--- src/rtl/bus_arbiter_pkg.sv ---
// -----------------------------------------------------------------------------
// bus_arbiter_pkg
// Shared types and constants for the system-bus round-robin arbiter.
//   state_t                     : arbiter FSM encoding (IDLE/GRANTED/BUSY/RELEASE)
//   IDX_W                       : width of the activeMaster index
//   DEFAULT_GRANT_TIMEOUT       : cycles a grant may sit unused
//   DEFAULT_TRANSACTION_TIMEOUT : cycles a transaction may run (watchdog build)
//   cnt_width()                 : counter width able to hold values up to n-1
// -----------------------------------------------------------------------------
package bus_arbiter_pkg;

    typedef enum logic [1:0] {
        IDLE    = 2'd0,
        GRANTED = 2'd1,
        BUSY    = 2'd2,
        RELEASE = 2'd3
    } state_t;

    localparam int unsigned IDX_W                       = 4;
    localparam int unsigned DEFAULT_GRANT_TIMEOUT       = 16;
    localparam int unsigned DEFAULT_TRANSACTION_TIMEOUT = 256;

    // Bits needed to count 0 .. n-1 (at least one bit).
    function automatic int unsigned cnt_width(input int unsigned n);
        return (n <= 2) ? 1 : $clog2(n);
    endfunction

endpackage : bus_arbiter_pkg

--- src/rtl/bus_arbiter_if.sv ---
// -----------------------------------------------------------------------------
// bus_arbiter_if
// Arbitration signals between the bus masters/slave and the arbiter.
//   requests           : per-master requestBus (level)
//   beginTransactionIn : wired-OR begin strobe
//   endTransactionIn   : end strobe from the addressed slave
//   busErrorIn         : slave-signalled error
//   grants             : one-hot busAccessGranted
//   activeMaster       : index of the granted master, 0 when idle
//   busErrorOut        : arbiter-generated error pulse
//   busIdle            : no grant and arbiter idle
// Modports: slave (arbiter side), master (requester/bus side).
// -----------------------------------------------------------------------------
interface bus_arbiter_if #(
    parameter int unsigned NUM_MASTERS = 4
);
    import bus_arbiter_pkg::*;

    logic [NUM_MASTERS-1:0] requests;
    logic                   beginTransactionIn;
    logic                   endTransactionIn;
    logic                   busErrorIn;
    logic [NUM_MASTERS-1:0] grants;
    logic [IDX_W-1:0]       activeMaster;
    logic                   busErrorOut;
    logic                   busIdle;

    modport slave (
        input  requests, beginTransactionIn, endTransactionIn, busErrorIn,
        output grants, activeMaster, busErrorOut, busIdle
    );

    modport master (
        output requests, beginTransactionIn, endTransactionIn, busErrorIn,
        input  grants, activeMaster, busErrorOut, busIdle
    );

endinterface : bus_arbiter_if

--- src/rtl/bus_arbiter_rr_priority_select.sv ---
// -----------------------------------------------------------------------------
// rr_priority_select
// Combinational rotate-and-find-first: picks the first asserted request at or
// after i_pointer, wrapping modulo NUM_MASTERS.
//   i_requests : request vector
//   i_pointer  : starting slot (must be < NUM_MASTERS)
//   o_valid    : at least one request asserted
//   o_onehot   : one-hot winner (0 when none)
//   o_index    : winner index (0 when none)
// -----------------------------------------------------------------------------
module rr_priority_select #(
    parameter int unsigned NUM_MASTERS = 4,
    parameter int unsigned IDX_W       = 4
) (
    input  logic [NUM_MASTERS-1:0] i_requests,
    input  logic [IDX_W-1:0]       i_pointer,
    output logic                   o_valid,
    output logic [NUM_MASTERS-1:0] o_onehot,
    output logic [IDX_W-1:0]       o_index
);

    logic [IDX_W-1:0]       w_slot;
    logic [NUM_MASTERS-1:0] w_shifted;

    // Scan slots in rotated order; the first hit wins.
    always_comb begin
        o_valid   = 1'b0;
        o_onehot  = '0;
        o_index   = '0;
        w_slot    = '0;
        w_shifted = '0;
        for (int unsigned k = 0; k < NUM_MASTERS; k++) begin
            w_slot    = IDX_W'((32'(i_pointer) + k) % NUM_MASTERS);
            w_shifted = i_requests >> w_slot;
            if (!o_valid && w_shifted[0]) begin
                o_valid  = 1'b1;
                o_index  = w_slot;
                o_onehot = NUM_MASTERS'(1) << w_slot;
            end
        end
    end

endmodule : rr_priority_select

--- src/rtl/bus_arbiter.sv ---
// -----------------------------------------------------------------------------
// bus_arbiter
// Round-robin arbiter for the shared multiplexed address/data system bus.
// Holds a grant for a whole transaction (begin..end), revokes grants that go
// unused for GRANT_TIMEOUT cycles and inserts one RELEASE turnaround cycle
// after every grant.
//   clock : system clock
//   reset : asynchronous active-low reset
//   bus   : bus_arbiter_if.slave (requests/strobes in, grants/status out)
// Optional build macro BUS_ARBITER_WATCHDOG_EN: aborts a transaction still
// open after TRANSACTION_TIMEOUT cycles with a one-cycle busErrorOut pulse
// (TRANSACTION_TIMEOUT must be >= 2). Without it busErrorOut stays 0.
// -----------------------------------------------------------------------------
module bus_arbiter
    import bus_arbiter_pkg::*;
#(
    parameter int unsigned NUM_MASTERS         = 4,
    parameter int unsigned GRANT_TIMEOUT       = DEFAULT_GRANT_TIMEOUT,
    parameter int unsigned TRANSACTION_TIMEOUT = DEFAULT_TRANSACTION_TIMEOUT
) (
    input  logic         clock,
    input  logic         reset,
    bus_arbiter_if.slave bus
);

    localparam int unsigned CNT_MAX = (GRANT_TIMEOUT > TRANSACTION_TIMEOUT) ?
                                      GRANT_TIMEOUT : TRANSACTION_TIMEOUT;
    localparam int unsigned CNT_W   = cnt_width(CNT_MAX);

    state_t                 r_state,      w_state_next;
    logic [CNT_W-1:0]       r_cnt,        w_cnt_next;
    logic [NUM_MASTERS-1:0] r_grants,     w_grants_next;
    logic [IDX_W-1:0]       r_active,     w_active_next;
    logic [IDX_W-1:0]       r_rr_ptr,     w_rr_ptr_next;
    logic                   r_bus_err,    w_bus_err_next;
    logic                   r_bus_idle,   w_bus_idle_next;

    logic                   w_sel_valid;
    logic [NUM_MASTERS-1:0] w_sel_onehot;
    logic [IDX_W-1:0]       w_sel_index;
    logic                   w_req_granted;

    rr_priority_select #(
        .NUM_MASTERS (NUM_MASTERS),
        .IDX_W       (IDX_W)
    ) u_rr_select (
        .i_requests  (bus.requests),
        .i_pointer   (r_rr_ptr),
        .o_valid     (w_sel_valid),
        .o_onehot    (w_sel_onehot),
        .o_index     (w_sel_index)
    );

    // Request line of the master currently holding the grant.
    assign w_req_granted = |(bus.requests & r_grants);

    // State and registered outputs.
    always_ff @(posedge clock or negedge reset) begin
        if (!reset) begin
            r_state    <= IDLE;
            r_cnt      <= '0;
            r_grants   <= '0;
            r_active   <= '0;
            r_rr_ptr   <= '0;
            r_bus_err  <= 1'b0;
            r_bus_idle <= 1'b1;
        end else begin
            r_state    <= w_state_next;
            r_cnt      <= w_cnt_next;
            r_grants   <= w_grants_next;
            r_active   <= w_active_next;
            r_rr_ptr   <= w_rr_ptr_next;
            r_bus_err  <= w_bus_err_next;
            r_bus_idle <= w_bus_idle_next;
        end
    end

    // Next-state and next-output logic.
    always_comb begin
        w_state_next    = r_state;
        w_cnt_next      = r_cnt;
        w_grants_next   = r_grants;
        w_active_next   = r_active;
        w_rr_ptr_next   = r_rr_ptr;
        w_bus_err_next  = 1'b0;

        case (r_state)
            IDLE: begin
                w_cnt_next = '0;
                if (w_sel_valid) begin
                    w_state_next  = GRANTED;
                    w_grants_next = w_sel_onehot;
                    w_active_next = w_sel_index;
                    w_rr_ptr_next = (w_sel_index == IDX_W'(NUM_MASTERS - 1)) ?
                                    '0 : w_sel_index + IDX_W'(1);
                end
            end

            GRANTED: begin
                if (bus.beginTransactionIn) begin
                    // Begin wins over drop/timeout; begin+end is a single beat.
                    w_cnt_next = '0;
                    if (bus.endTransactionIn) begin
                        w_state_next  = RELEASE;
                        w_grants_next = '0;
                        w_active_next = '0;
                    end else begin
                        w_state_next = BUSY;
                    end
                end else if (!w_req_granted ||
                             (r_cnt == CNT_W'(GRANT_TIMEOUT - 1))) begin
                    w_state_next  = RELEASE;
                    w_grants_next = '0;
                    w_active_next = '0;
                end else if (r_cnt != '1) begin
                    w_cnt_next = r_cnt + CNT_W'(1);
                end
            end

            BUSY: begin
                if (bus.endTransactionIn || bus.busErrorIn) begin
                    w_state_next  = RELEASE;
                    w_grants_next = '0;
                    w_active_next = '0;
                end
`ifdef BUS_ARBITER_WATCHDOG_EN
                else if (r_cnt == CNT_W'(TRANSACTION_TIMEOUT - 1)) begin
                    w_state_next  = RELEASE;
                    w_grants_next = '0;
                    w_active_next = '0;
                end else begin
                    // Pulse is pre-registered so it lines up with the last
                    // granted cycle of the aborted transaction.
                    if (r_cnt == CNT_W'(TRANSACTION_TIMEOUT - 2)) begin
                        w_bus_err_next = 1'b1;
                    end
                    if (r_cnt != '1) begin
                        w_cnt_next = r_cnt + CNT_W'(1);
                    end
                end
`endif
            end

            RELEASE: begin
                w_state_next = IDLE;
                w_cnt_next   = '0;
            end

            default: begin
                w_state_next  = IDLE;
                w_cnt_next    = '0;
                w_grants_next = '0;
                w_active_next = '0;
            end
        endcase

        w_bus_idle_next = (w_state_next == IDLE);
    end

    assign bus.grants       = r_grants;
    assign bus.activeMaster = r_active;
    assign bus.busErrorOut  = r_bus_err;
    assign bus.busIdle      = r_bus_idle;

endmodule : bus_arbiter

--- src/flat_wrapper.sv ---
// flat-port wrapper written by rule: the top's interface ports become plain ports
module bus_arbiter_flat import bus_arbiter_pkg::*;
#(
    parameter int unsigned NUM_MASTERS         = 4,
    parameter int unsigned GRANT_TIMEOUT       = DEFAULT_GRANT_TIMEOUT,
    parameter int unsigned TRANSACTION_TIMEOUT = DEFAULT_TRANSACTION_TIMEOUT
)
  (clock, reset, bus_requests, bus_beginTransactionIn, bus_endTransactionIn, bus_busErrorIn, bus_grants, bus_activeMaster, bus_busErrorOut, bus_busIdle);
  bus_arbiter_if #(.NUM_MASTERS(NUM_MASTERS)) bus_i ();
  input  logic clock;
  input  logic reset;
  input wire logic [$bits(bus_i.requests)-1:0] bus_requests;
  input wire logic [$bits(bus_i.beginTransactionIn)-1:0] bus_beginTransactionIn;
  input wire logic [$bits(bus_i.endTransactionIn)-1:0] bus_endTransactionIn;
  input wire logic [$bits(bus_i.busErrorIn)-1:0] bus_busErrorIn;
  output wire logic [$bits(bus_i.grants)-1:0] bus_grants;
  output wire logic [$bits(bus_i.activeMaster)-1:0] bus_activeMaster;
  output wire logic [$bits(bus_i.busErrorOut)-1:0] bus_busErrorOut;
  output wire logic [$bits(bus_i.busIdle)-1:0] bus_busIdle;
  assign bus_i.requests = bus_requests;
  assign bus_i.beginTransactionIn = bus_beginTransactionIn;
  assign bus_i.endTransactionIn = bus_endTransactionIn;
  assign bus_i.busErrorIn = bus_busErrorIn;
  assign bus_grants = bus_i.grants;
  assign bus_activeMaster = bus_i.activeMaster;
  assign bus_busErrorOut = bus_i.busErrorOut;
  assign bus_busIdle = bus_i.busIdle;
  bus_arbiter #(.NUM_MASTERS(NUM_MASTERS), .GRANT_TIMEOUT(GRANT_TIMEOUT), .TRANSACTION_TIMEOUT(TRANSACTION_TIMEOUT)) u_core (.clock(clock), .reset(reset), .bus(bus_i));
endmodule
--- config.mk ---
export PLATFORM = sky130hd
export DESIGN_NAME = bus_arbiter_flat
export DESIGN_NICKNAME = d
export VERILOG_FILES = /design/src/rtl/bus_arbiter_pkg.sv /design/src/rtl/bus_arbiter_if.sv /design/src/rtl/bus_arbiter_rr_priority_select.sv /design/src/rtl/bus_arbiter.sv /design/src/flat_wrapper.sv
export SDC_FILE = /design/constraint.sdc
export NUM_CORES = 1
export LEC_CHECK = 0
export ABC_AREA = 1
export BUFFER_PORTS_ARGS = -buffer_cell sky130_fd_sc_hd__buf_4
export CAP_MARGIN = 25
export CORE_MARGIN = 2
export CORE_UTILIZATION = 50
export CTS_CLUSTER_DIAMETER = 60
export DETAILED_ROUTE_END_ITERATION = 16
export PLACE_DENSITY_LB_ADDON = 0.1
export SYNTH_ARGS = -nofsm -noshare
export SYNTH_HDL_FRONTEND = slang
export SYNTH_SLANG_ARGS = --single-unit
--- constraint.sdc ---
create_clock -name clock -period 2.4 [get_ports clock]
set_input_delay 0.24 -clock clock [delete_from_list [all_inputs] [get_ports clock]]
set_output_delay 0.24 -clock clock [all_outputs]
set_load 0.01 [all_outputs]
==> impl_metrics.ini, run 1 <==
[outcome]
outcome = complete, no violations

[yosys]
netlist_instances = 221
syn_area_mm2 = 0.00161
async_flop_share_pct = 100
synth_compound_area_share_pct = 12.3
synth_top_area_share_pct = 28.0
synth_area_leaders = dfrtp_1 28%, nand2_1 14%, ha_1 11%
yosysWarnings = 0
post_synth_num_cell_types = 30
synth_most_common_cell = nand2_1
synth_fa_ha_area_share_pct = 10.9
synth_area_per_cell_um2 = 7.29
ys_ff_latch = 19
synthTopCellsByCount = 58 x nand2_1, 22 x inv_1, 18 x dfrtp_1, 18 x nor2_1, 17 x nand3_1
synth_top_family_by_area = simple AND/OR/NAND/NOR gates
synth_xor_area_share_pct = 0.544
synth_largest_area_cell = dfrtp_1
synthSimpleGateAreaFrac_pct = 37.6
yosysSeqAreaShare_pct = 29.6
synth_ff_type = dfrtp_1
synth_mux_area_share_pct = 0.622
synth-edff-count = 0

[drt]
drt_iter0_drc = 101
dr.pass1.iters = 4
vias = 1430
route.antenna.remaining_nets = 0
routedWlPerCell_um = 12.0
routed_wl_um = 3430
viasPerCell = 4.98
drc = 0

[clock_tree]
cts_setup_buffers = 0
clock_path_buffers = 2
cts_tree = yes
htreeDepth = 1
clock_sinks = 19
cts_inserted_buffers = 3
clkLatencyLatePin_ns = 0.30
path_clk_slew_ns = 0.11
cts-root-buf = clkbuf_4

[setup_path]
crit_arrival_ns = 2.18
critical-path-top-delay-family = simple AND/OR/NAND/NOR gates
path_depth = 12
critPathBufInv = 3
r2r_slack_ns = 0.42
reg2reg_to = u_core.r_rr_ptr[1]
cp_slowest_stage_delay_ns = 0.39
reg2regPathDepth = 12
cp-end-kind = register
crit_chain = inv_1 > ha_1 > inv_1 > nand3_2 > nand2_4 > nand4_4 > nand3_1 > nand2_2 > inv_2 > nand2_1 > nand3_1 > nand2_1
crit_slowest_cell = dfrtp_1
worstSetupStartpoint = u_core.r_rr_ptr[1]
crit_required_ns = 2.61
cp_max_fo = 9
critPathKind = reg2reg
cp-start-kind = register
r2r-start = u_core.r_rr_ptr[1]
critPathCapture = u_core.r_rr_ptr[1]

[timing]
finalCritPeriodShare_pct = 82.3
drv_slew = 0
setup_viol = 0
final_hold_viol_count = 0
period_minus_slack_ns = 1.98
tns_ns = 0
grt_setup_unrepaired = false
fmax_ghz = 0.506
skew_ns = 0.00426

[finish]
final_area_mm2 = 0.00182
n_antenna_cell = 0
layout.nets = 267
syn2layout_area_growth_pct = 13.1
final_layout_size_suffix_gt1_share_pct = 21.4
nFillCells = 293

[hold_path]
hp-class = in2reg

[global_routing]
antenna_found_initial = 0
grt_pass1_vias = 1325
grt_overflow = 0
track_usage_pct = 20.8
grt_start_max_net_pins = 20
grt_pass1_wl_um = 5840

[place]
hpwl_um = 2640
gp_congestion = 0.859
placed_cell_area_mm2 = 0.00179
io_buffer_count = 15

[floorplan]
die_h_um = 60.8
initial_core_util_pct = 52.7
die_x_um = 60.8
rows = 20
io_pins = 19
core_area_mm2 = 0.00305
dieArea_mm2 = 0.00369

[power_and_ir_drop]
p_per_area_mw_per_mm2 = 1320
ir_drop_mv = 0.752
leakagePower_uw = 0.000913

[job]
drv_cap = 0
## cell type report
cell class / count / area, µm² / area share [%]
Timing Repair Buffer: 19 / 145 / 7.97
Inverter: 28 / 110 / 6.04
Sequential cell: 19 / 477 / 26.2
Tap cell: 44 / 55.1 / 3.02
Multi-Input combinational cell: 173 / 1010 / 55.4
Clock buffer: 4 / 26.3 / 1.44
## through the flow
step / util, % / total power, µW / hold WS [ns] / setup WS, ns / instances
2_1_floorplan: - / 1840 / -0.0556 / 0.399 / 223
3_3_place_gp: 58.5 / 2230 / 0.131 / 0.468 / 282
3_5_place_dp: 58.5 / 2230 / 0.132 / 0.436 / 282
4_1_cts: 59.7 / 2410 / 0.239 / 0.418 / 287
5_1_grt: 59.7 / 2660 / 0.261 / 0.184 / 287
6_report: 59.7 / 2410 / 0.249 / 0.425 / 287
## kinds of logic (layout without fill, tap and decap cells)
kind of cell / Yosys count / after routing
simple gates: 121 / 121
compound gates: 33 / 33
buf+inv: 31 / 51
flops: 19 / 19
fa+ha+maj: 14 / 14
other cells: 1 / 3
xor+xnor: 1 / 1
mux: 1 / 1
## how the worst min path moves through the flow
stage	from	to	slack (ns)	cells after the start
finish	bus_beginTransactionIn	u_core.r_cnt[7]	0.25	4
global route	bus_beginTransactionIn	u_core.r_cnt[7]	0.26	4
CTS	bus_beginTransactionIn	u_core.r_cnt[7]	0.24	4
detailed placement	reset	u_core.bus.grants[2]	0.13	1
global placement	reset	u_core.bus.grants[0]	0.13	1
floorplan	reset	u_core.bus.activeMaster[0]	-0.06	0
## worst reg2reg max path, cell delays in order, from the launching register on
cell	delay (ns)
dfrtp_1	0.39
inv_1	0.17
ha_1	0.34
inv_1	0.13
nand3_2	0.12
nand2_4	0.15
nand4_4	0.17
nand3_1	0.12
nand2_2	0.08
inv_2	0.05
nand2_1	0.04
nand3_1	0.06
nand2_1	0.05
## repair_timing
action	CTS	global route
endpoints found under the setup margin	0	0
resized for setup	0	0
hold endpoints to repair	18	0
hold buffers	1	0
## cells in the final DEF (no fill, tap or decap), drive strengths merged, types with 4 or more instances in the layout
cell	instances
o21ai	11
nand2	69
ha	14
buf	18
a22oi	4
dfrtp	18
clkbuf	4
a31oi	4
a21oi	13
inv	28
nand3	23
nor2	19
nand4	5
## power by group
part           leakage [µW]  switching, µW  internal (µW)  total [µW]
registers          0.000250           59.3            415         475
logic              0.000648           1160            600        1760
clock network     0.0000150            107           64.9         172
## state kept, by name, indices dropped and copies added (netlist names)
| register | cells |
|---|---|
| u_core.bus.grants | 4 |
| u_core.r_rr_ptr | 2 |
| u_core.bus.activeMaster | 2 |
| u_core.r_state | 2 |
| u_core.r_cnt | 8 |
| u_core.bus.busIdle | 1 |
## per-layer routing
metal | share of wire (%) | track usage (%) | vias to the layer above
met5 | 0 | 0 | -
met4 | 0.38 | 3.11 | 0
li1 | - | - | 762
met3 | 3.2 | 3.84 | 2
met1 | 49 | 28.7 | 639
met2 | 47 | 34.9 | 27
No activity file was read; power rests on OpenSTA's default activity.
==> run 2: changes to the inputs <==
==> constraint.sdc (replaced) <==
create_clock -name clock -period 2.05 [get_ports clock]
set_input_delay 0.205 -clock clock [delete_from_list [all_inputs] [get_ports clock]]
set_output_delay 0.205 -clock clock [all_outputs]
set_load 0.01 [all_outputs]
==> impl_metrics.ini, run 2 (synthesis gave the netlist of run 1 again) <==
[clock_tree]
clock_path_buffers = 2
cts_tree = yes
cts_setup_buffers = 0
cts_inserted_buffers = 3
path_clk_slew_ns = 0.11
cts-root-buf = clkbuf_4
htreeDepth = 1
clock_sinks = 19
clkLatencyLatePin_ns = 0.30

[drt]
routedWlPerCell_um = 12.1
dr.pass1.iters = 4
route.antenna.remaining_nets = 0
routed_wl_um = 3490
drt_iter0_drc = 81
viasPerCell = 5.03
vias = 1449
drc = 0

[floorplan]
io_pins = 19
initial_core_util_pct = 52.7
dieArea_mm2 = 0.00369
die_x_um = 60.8
core_area_mm2 = 0.00305
die_h_um = 60.8
rows = 20

[setup_path]
critPathKind = reg2reg
cp_max_fo = 6
r2r_slack_ns = 0.18
r2r-start = u_core.r_rr_ptr[1]
reg2regPathDepth = 12
cp-start-kind = register
cp-end-kind = register
crit_arrival_ns = 2.07
crit_required_ns = 2.25
reg2reg_to = u_core.bus.grants[3]

[power_and_ir_drop]
power_uw = 2850
ir_drop_mv = 0.952
p_per_area_mw_per_mm2 = 1550
leakagePower_uw = 0.000917

[outcome]
outcome = complete, no violations

[timing]
drv_slew = 0
setup_viol = 0
grt_setup_unrepaired = false
period_minus_slack_ns = 1.87
finalCritPeriodShare_pct = 91.0
fmax_ghz = 0.536
final_hold_viol_count = 0
tns_ns = 0
fin_hold_ws_ns = 0.212
skew_ns = 0.00547

[finish]
syn2layout_area_growth_pct = 14.1
n_antenna_cell = 0
nFillCells = 320
largest_reg_flops = 8
final_cell_mix = 58 x nand2_1, 22 x inv_1, 19 x buf_4
final_layout_size_suffix_gt1_share_pct = 22.1
layout.nets = 268
final_common_cell = nand2_1
registers.top_by_ff_count = u_core.r_cnt

[hold_path]
hold_path_depth = 4
hp-class = in2reg
min-delay-start = bus_beginTransactionIn
holdPathEnd = u_core.r_cnt[7]

[place]
gp_congestion = 0.862
io_buffer_count = 15
hpwl_um = 2720

[global_routing]
track_usage_pct = 21.1
antenna_found_initial = 0
grt_overflow = 0
grt_pass1_wl_um = 5950
grt_pass1_vias = 1338
grt_start_max_net_pins = 20

[job]
drv_cap = 0
run 2: critical path: stages (launching register included):
cell     delay, ns
dfrtp_1       0.39
inv_1         0.08
ha_2          0.31
inv_1         0.12
nand3_2       0.12
nand2_4       0.15
nand2_4       0.07
nor2_4        0.12
nand3_2       0.10
nand3_2       0.13
inv_2         0.06
nand2_1       0.07
nand2_1       0.04
run 2: area by class of cell:
cell class | instances | area, µm² | share of cell area [%]
Multi-Input combinational cell | 173 | 1020 | 55.3
Tap cell | 44 | 55.1 | 3.00
Timing Repair Buffer | 20 | 153 | 8.31
Inverter | 28 | 110 | 5.99
Clock buffer | 4 | 26.3 | 1.43
Sequential cell | 19 | 477 | 26.0
run 2: stage by stage:
step	area, µm²	utilization, %	setup WS, ns	std cells
floorplan	1620	-	0.0490	223
global placement	1790	58.7	0.214	283
detailed placement	1790	58.7	0.161	283
CTS	1830	59.9	0.145	288
global route	1840	60.2	0.0206	288
finish	1840	60.2	0.184	288
run 2: repair_timing:
action | 4_1_cts | 5_1_grt
endpoints found under the setup margin | 0 | 5
endpoints found under the hold margin | 18 | 0
hold buffers | 1 | 0
resized for setup | 0 | 2
run 2: per-layer routing:
layer | vias to the layer above | share of wire [%] | GRT usage, %
li1 | 763 | - | -
met1 | 650 | 51 | 30.5
met2 | 36 | 45 | 33.0
met3 | 0 | 4.4 | 3.84
met4 | 0 | 0 | 4.35
met5 | - | 0 | 0
run 2: report_power, final:
group | leakage [µW] | internal (µW) | switching, µW | total [µW]
Combinational | 0.000652 | 728 | 1370 | 2100
Clock | 0.0000150 | 75.8 | 117 | 193
Sequential | 0.000250 | 486 | 74.6 | 561
Total | 0.000917 | 1290 | 1560 | 2850
run 2: how the worst max path moves through the flow:
stage | to | slack [ns] | start | cells after the start
floorplan | u_core.r_rr_ptr[1] | 0.05 | u_core.r_rr_ptr[0] | 12
global placement | u_core.bus.grants[0] | 0.21 | u_core.r_rr_ptr[0] | 12
detailed placement | u_core.bus.grants[3] | 0.16 | u_core.r_rr_ptr[0] | 12
CTS | u_core.bus.grants[3] | 0.15 | u_core.r_rr_ptr[0] | 12
global route | u_core.r_rr_ptr[1] | 0.02 | u_core.r_rr_ptr[1] | 12
finish | u_core.bus.grants[3] | 0.18 | u_core.r_rr_ptr[1] | 12
